<file path="config.mk">
export PLATFORM = sky130hd
export DESIGN_NAME = bcd_serial_alu
export DESIGN_NICKNAME = d
export VERILOG_FILES = /design/src/rtl/bcd_serial_alu.sv
export SDC_FILE = /design/constraint.sdc
export NUM_CORES = 1
export LEC_CHECK = 0
export BUFFER_PORTS_ARGS = -buffer_cell sky130_fd_sc_hd__buf_2
export CORE_MARGIN = 2
export CORE_UTILIZATION = 56
export DETAILED_ROUTE_END_ITERATION = 10
export PLACE_DENSITY = 0.89
export SLEW_MARGIN = 20
export SYNTH_ARGS = -nofsm -noshare
export SYNTH_HDL_FRONTEND = slang
export SYNTH_SLANG_ARGS = --single-unit
</file>
<file path="constraint.sdc">
create_clock -name CLOCK_50 -period 5.1 [get_ports CLOCK_50]
set_clock_uncertainty 0.1 [all_clocks]
set_input_delay 0.255 -clock CLOCK_50 [delete_from_list [all_inputs] [get_ports CLOCK_50]]
set_output_delay 0.255 -clock CLOCK_50 [all_outputs]
set_load 0.01 [all_outputs]
</file>
<file path="src/rtl/bcd_serial_alu.sv">
// Digit-serial packed-BCD add/subtract unit: one decimal digit per clock through a
// single shared digit adder, with sign/magnitude result and overflow/invalid flags.
module bcd_serial_alu #(
   parameter int DIGITS = 4
) (
   input  logic                  CLOCK_50,
   input  logic                  RESET_N,
   input  logic                  start,
   input  logic                  op,
   input  logic [4*DIGITS-1:0]   a,
   input  logic [4*DIGITS-1:0]   b,
   output logic                  busy,
   output logic                  done,
   output logic [4*DIGITS-1:0]   result,
   output logic                  neg,
   output logic                  overflow,
   output logic                  invalid
);

   localparam int IDX_W = (DIGITS > 1) ? $clog2(DIGITS) : 1;

   localparam logic [2:0] IDLE   = 3'd0;
   localparam logic [2:0] CHECK  = 3'd1;
   localparam logic [2:0] ADD    = 3'd2;
   localparam logic [2:0] NEGATE = 3'd3;
   localparam logic [2:0] DONE   = 3'd4;

   // Single-digit BCD add with decimal correction; returns {carry, digit}.
   function automatic logic [4:0] bcd_digit_add(input logic [3:0] x, input logic [3:0] y,
                                                input logic cin);
      logic [4:0] bin;
      bin = {1'b0, x} + {1'b0, y} + {4'b0000, cin};
      if (bin > 5'd9) begin
         return {1'b1, bin[3:0] + 4'd6};
      end else begin
         return {1'b0, bin[3:0]};
      end
   endfunction

   logic [2:0]            state_r;
   logic [4*DIGITS-1:0]   a_r;
   logic [4*DIGITS-1:0]   b_r;
   logic                  op_r;
   logic [IDX_W-1:0]      idx_r;
   logic                  carry_r;
   logic                  busy_r;
   logic                  done_r;
   logic [4*DIGITS-1:0]   result_r;
   logic                  neg_r;
   logic                  overflow_r;
   logic                  invalid_r;

   logic [3:0]            x_s;
   logic [3:0]            y_s;
   logic [4:0]            digit_s;
   logic                  any_bad_s;
   logic                  last_s;

   assign busy     = busy_r;
   assign done     = done_r;
   assign result   = result_r;
   assign neg      = neg_r;
   assign overflow = overflow_r;
   assign invalid  = invalid_r;

   assign last_s = (idx_r == IDX_W'(DIGITS - 1));

   // Operand mux feeding the one shared digit adder (ADD vs NEGATE).
   always_comb begin
      x_s = 4'd0;
      y_s = 4'd0;
      if (state_r == NEGATE) begin
         x_s = 4'd9 - result_r[idx_r*4 +: 4];
         y_s = 4'd0;
      end else begin
         x_s = a_r[idx_r*4 +: 4];
         y_s = op_r ? (4'd9 - b_r[idx_r*4 +: 4]) : b_r[idx_r*4 +: 4];
      end
      digit_s = bcd_digit_add(x_s, y_s, carry_r);
   end

   // Scan the latched operands for non-decimal digits.
   always_comb begin
      any_bad_s = 1'b0;
      for (int i = 0; i < DIGITS; i++) begin
         if ((a_r[4*i +: 4] > 4'd9) || (b_r[4*i +: 4] > 4'd9)) begin
            any_bad_s = 1'b1;
         end else begin
            any_bad_s = any_bad_s;
         end
      end
   end

   // Control FSM, digit sequencing and registered outputs.
   always_ff @(posedge CLOCK_50 or negedge RESET_N) begin
      if (!RESET_N) begin
         state_r    <= IDLE;
         a_r        <= '0;
         b_r        <= '0;
         op_r       <= 1'b0;
         idx_r      <= '0;
         carry_r    <= 1'b0;
         busy_r     <= 1'b0;
         done_r     <= 1'b0;
         result_r   <= '0;
         neg_r      <= 1'b0;
         overflow_r <= 1'b0;
         invalid_r  <= 1'b0;
      end else begin
         case (state_r)
            IDLE: begin
               done_r <= 1'b0;
               if (start) begin
                  a_r        <= a;
                  b_r        <= b;
                  op_r       <= op;
                  result_r   <= '0;
                  neg_r      <= 1'b0;
                  overflow_r <= 1'b0;
                  invalid_r  <= 1'b0;
                  busy_r     <= 1'b1;
                  state_r    <= CHECK;
               end
            end
            CHECK: begin
               if (any_bad_s) begin
                  invalid_r <= 1'b1;
                  result_r  <= '0;
                  busy_r    <= 1'b0;
                  done_r    <= 1'b1;
                  state_r   <= DONE;
               end else begin
                  idx_r   <= '0;
                  carry_r <= op_r;
                  state_r <= ADD;
               end
            end
            ADD: begin
               result_r[idx_r*4 +: 4] <= digit_s[3:0];
               carry_r                <= digit_s[4];
               if (!last_s) begin
                  idx_r <= idx_r + IDX_W'(1);
               end else if (!op_r || digit_s[4]) begin
                  // No end-around carry on subtract means A<B: recomplement.
                  overflow_r <= !op_r && digit_s[4];
                  busy_r     <= 1'b0;
                  done_r     <= 1'b1;
                  state_r    <= DONE;
               end else begin
                  neg_r   <= 1'b1;
                  idx_r   <= '0;
                  carry_r <= 1'b1;
                  state_r <= NEGATE;
               end
            end
            NEGATE: begin
               result_r[idx_r*4 +: 4] <= digit_s[3:0];
               carry_r                <= digit_s[4];
               if (last_s) begin
                  busy_r  <= 1'b0;
                  done_r  <= 1'b1;
                  state_r <= DONE;
               end else begin
                  idx_r <= idx_r + IDX_W'(1);
               end
            end
            DONE: begin
               done_r  <= 1'b0;
               state_r <= IDLE;
            end
            default: begin
               busy_r  <= 1'b0;
               done_r  <= 1'b0;
               state_r <= IDLE;
            end
         endcase
      end
   end

endmodule

</file>
==> results.json, run 1 <==
{
  "status": "completed",
  "cts_hold_buf": 1,
  "synth_ff_type": "dfrtp_1",
  "die_h_um": 80.2,
  "antenna_found_initial": 0,
  "htree_levels": 3,
  "rsz0062_at_grt": "false",
  "grt_max_degree": 61,
  "drt-pass1-iter-count": 5,
  "period_needed_ps": 4120,
  "final_hold_viol_count": 0,
  "finalSetupViolCount": 0,
  "ys_async_sr_fraction": 1.00,
  "synth_area_um2": 3250,
  "portBuffers": 56,
  "worst_slew_pin_slew_ps": 739,
  "grt-ovfl-total": 0,
  "n_antenna_cell": 0,
  "cp.required_ps": 5270,
  "end_kind": "flop",
  "initial_utilization": 0.586,
  "min_path_cells": 2,
  "reg2reg_slack_ps": 980,
  "cts-root-buf": "clkbuf_8",
  "area_growth_pct": 16.1,
  "ys_types": 45,
  "gp_congestion": 0.952,
  "dp_hpwl_um": 5370,
  "yosys_warnings": 0,
  "numCtsBuffers": 9,
  "max_freq_mhz": 242,
  "die-area_um2": 6430,
  "mostFrequentLayoutCells": "dfrtp_1, buf_2, mux2_2",
  "routed_wl_um": 7190,
  "crit_fanout": 11,
  "reg2reg_to": "result[14]",
  "wire_per_inst_um": 17.9,
  "synth_seq_area_share": 0.462,
  "final_nets": 374,
  "ant_nets": 0,
  "final.period_utilization": 0.809,
  "grt_pass1_wl_um": 12200,
  "drive_above_1_share": 0.382,
  "worst-setup-path-type": "reg2reg",
  "die_x_um": 80.2,
  "rr_worst_depth": 13,
  "hold_path.class": "in2reg",
  "cts_tree": "yes",
  "synthesis.instances": 267,
  "cts_setup_buffers": 0,
  "hold_start": "a[4]",
  "synth_seq_cells": 60,
  "slew_headroom": 0.507,
  "vias": 2437,
  "grt_usage": 0.252,
  "slew_viol_final": 0,
  "grt_pass1_vias": 2451,
  "vias_per_cell": 6.06,
  "hold_end": "a_r[4]",
  "ios": 57,
  "timing.setup.tns_ps": 0,
  "fp.coreArea_um2": 5540,
  "crit_arrival_ps": 4290,
  "clkSinkCount": 60,
  "syn_nets": 315,
  "rows": 27,
  "clkTransAtPathRegs_ps": 70,
  "clk_latency_ps": 340,
  "r2r_start": "idx_r[0]",
  "crit_path_start_kind": "flop",
  "maxCapViolCount": 0,
  "synth_edf_count": 0,
  "drt_iter0_drc": 226,
  "syn-mean-instance-area_um2": 12.2,
  "remaining_drc_errors": 0,
  "cts-resized-gates": 0,
  "layout_commonest_cell": "dfrtp_1",
  "cts_buffer_depth": 2
}
## cell type report
class / count / area [um2]
clock buffer: 11 / 141
clock inverter: 4 / 26.3
fill: 430 / 1770
inverter: 16 / 60.1
multi-input combinational: 178 / 1630
sequential: 60 / 1500
tap: 72 / 90.1
timing repair buffer: 61 / 320
## per-stage QoR
step / instance area [um2] / setup slack, ps / hold WS, ps / cells / util
CTS: 3770 / 978 / 22.7 / 402 / 0.681
floorplan: 3250 / 1300 / -141 / 267 / -
detailed placement: 3590 / 1030 / 349 / 386 / 0.649
global placement: 3590 / 1200 / 340 / 386 / 0.649
finish: 3770 / 976 / 30.3 / 402 / 0.681
global route: 3770 / 667 / 32.3 / 402 / 0.681
## worst max path at each step
stage / start / to / slack, ps
detailed placement: idx_r[0] / result[2] / 1030
finish: idx_r[0] / result[14] / 980
global placement: idx_r[0] / result[2] / 1200
global route: idx_r[0] / result[14] / 670
CTS: idx_r[0] / result[2] / 980
floorplan: idx_r[0] / result[14] / 1300
## per-layer routing
metal  global-route usage  vias to the layer above  share of wire
met3               0.0562                       17          0.068
li1                     -                     1114              -
met5                    0                        -              0
met4                0.105                        0          0.020
met2                0.419                      104           0.51
met1                0.318                     1202           0.40
## synth_stat cells, types with 6 or more instances
cell type  number  area (um2)
a21oi_1         9        45.0
buf_2           6        30.0
clkbuf_1        7        26.3
dfrtp_1        60        1500
ha_1           10         125
inv_1          15        56.3
mux2_2         33         372
mux4_2         12         270
nand2_1        11        41.3
nor2_1         12        45.0
o21ai_0        12        60.1
o2bb2ai_1      14         123
## logic make-up (layout without fill, tap and decap cells)
logic type / after synthesis / count (layout) / share of synthesized area
muxes: 49 / 49 / 0.210
DFF: 60 / 60 / 0.462
adders and majority gates: 12 / 12 / 0.0508
buffers and inverters: 29 / 92 / 0.0358
and+or+nand+nor: 53 / 53 / 0.0882
xor gates and xnor gates: 6 / 6 / 0.0185
AOI/OAI and AO/OA: 58 / 58 / 0.134
## worst max-delay path: stages (launching register included)
cell and delay [ps]:
dfrtp_1 640, buf_4 300, mux4_2 520, xor2_1 150
nand2_1 90, fa_1 430, inv_1 90, fa_1 490
inv_1 170, ha_1 280, and2_1 170, a221oi_1 250
o31ai_1 200, o2bb2ai_1 170
## flip-flops by register name (all words and copies together) (netlist names)
name and cells:
a_r 16, b_r 16, busy 1, carry_r 1
done 1, idx_r 2, invalid 1, neg 1
op_r 1, overflow 1, result 16, state_r 3
Power of run 1 is not shown: default switching activity piles up to over one toggle a cycle in this logic, so the estimate is an artifact.
==> run 2, diff against run 1 <==
- clock period: 5.1 -> 3.93 ns (I/O delays scaled with it)
==> run 2 against run 1 <==
Against the previous run:
- utilization grew 8.2 points
- global-route usage grew 3.9 points
- sequential share of layout area shrank 4.2 points
- fmax grew 9.9%
- die area is the same
- first-iteration DRC count shrank 15%
- setup slack lost 800 ps
- routed wire length grew 19%
- cell count grew 10%
- critical path type unchanged
- largest cell class unchanged
- highest routed layer unchanged
==> results.json, run 2 (synthesized netlist as in run 1, its figures left out) <==
{
  "reg2reg_slack_ps": 180,
  "status": "completed",
  "maxCapViolCount": 0,
  "clkSinkCount": 60,
  "end_kind": "flop",
  "htree_levels": 3,
  "grt_usage": 0.291,
  "timing.setup.tns_ps": 0,
  "cts_tree": "yes",
  "fillers": 330,
  "initial_utilization": 0.586,
  "mostFrequentLayoutCells": "dfrtp_1, buf_2, dlygate4sd3_1",
  "cts-root-buf": "clkbuf_8",
  "die_x_um": 80.2,
  "remaining_drc_errors": 0,
  "vias": 2646,
  "cp.required_ps": 4090,
  "drt-pass1-iter-count": 4,
  "grt-ovfl-total": 0,
  "crit_arrival_ps": 3920,
  "reg2reg_to": "result[10]",
  "n_antenna_cell": 0,
  "portBuffers": 56,
  "final.period_utilization": 0.955,
  "placed_cells": 391,
  "vias_per_cell": 5.99,
  "crit_fanout": 11,
  "grt_max_degree": 61,
  "cts_buffer_depth": 2,
  "numCtsBuffers": 9,
  "clk_latency_ps": 350,
  "drt_iter0_drc": 191,
  "gp_congestion": 0.887,
  "area_growth_pct": 30.0,
  "routed_wl_um": 8570,
  "hold_path.class": "in2reg",
  "hold_end": "state_r[0]",
  "slew_headroom": 0.494,
  "ios": 57,
  "rsz0062_at_grt": "false",
  "whs_ps": 37.5,
  "layout_commonest_cell": "dfrtp_1",
  "worst_slew_pin_slew_ps": 758,
  "die_h_um": 80.2,
  "max_freq_mhz": 267,
  "wire_per_inst_um": 19.4,
  "min_path_cells": 3,
  "ant_nets": 0,
  "final_area_um2": 4230,
  "dp_hpwl_um": 5410,
  "final_nets": 413,
  "hold_start": "start",
  "rows": 27,
  "period_needed_ps": 3750,
  "fin_cells": 442,
  "placed_area_um2": 3640,
  "die-area_um2": 6430,
  "clkTransAtPathRegs_ps": 70,
  "worst-setup-path-type": "reg2reg",
  "rr_worst_depth": 13,
  "slew_viol_final": 0,
  "fp.coreArea_um2": 5540,
  "crit_path_start_kind": "flop",
  "grt_pass1_vias": 2867,
  "r2r_start": "idx_r[0]",
  "drive_above_1_share": 0.370,
  "finalSetupViolCount": 0,
  "antenna_found_initial": 0,
  "grt_pass1_wl_um": 13900,
  "final_hold_viol_count": 0
}
## run 2: cell types whose count changed in the layout (fill, tap and decap cells not counted), moves of 2 or more
cell | previous run | this run
buf_4 | 4 | 9
bufinv_16 | 0 | 2
dfrtp_1 | 60 | 58
dfrtp_2 | 0 | 2
dlygate4sd3_1 | 1 | 34
## run 2: worst max-delay path by stage
stage	start	to	slack, ps	depth (start not counted)
floorplan	idx_r[0]	result[14]	130	14
global placement	idx_r[0]	result[14]	270	13
detailed placement	idx_r[0]	result[6]	30	13
CTS	idx_r[0]	result[6]	20	13
global route	idx_r[0]	result[6]	5	13
finish	idx_r[0]	result[10]	180	13
## run 2: what timing repair did
| item | 4_1_cts | 5_1_grt |
|---|---|---|
| resized for setup | 0 | 5 |
| hold endpoints to repair | 93 | 0 |
| endpoints found under the setup margin | 0 | 9 |
| hold buffers | 34 | 0 |
| buffers inserted | 0 | 1 |
## run 2: worst max-delay path: stages, from the launching register on
cell,delay (ps)
dfrtp_2,490
buf_12,170
mux4_2,490
inv_1,90
ha_1,220
mux2_2,270
ha_2,400
xor2_2,240
inv_2,90
ha_1,330
and2_1,190
a221oi_2,260
o31ai_2,160
o2bb2ai_1,160
## run 2: cell type report
cell class	instances	area [um2]	area share
clock inverters	4	72.6	0.0172
multi-input cells	178	1650	0.389
inverters	16	60.1	0.0142
flip-flops and latches	60	1500	0.356
well taps	72	90.1	0.0213
repair buffers	100	708	0.168
clock buffers	12	145	0.0343
## run 2: metrics by stage
step | utilization | setup slack [ps]
6_report | 0.763 | 178
5_1_grt | 0.763 | 4.78
4_1_cts | 0.758 | 15.0
3_5_place_dp | 0.658 | 33.8
3_3_place_gp | 0.658 | 269
2_1_floorplan | - | 132
## run 2: per-layer routing
metal  part of all wire  track usage
met5                  0            0
met4              0.035        0.136
met3              0.059       0.0764
met2               0.52        0.508
met1               0.38        0.332
Power of run 2 is left out for the same reason.
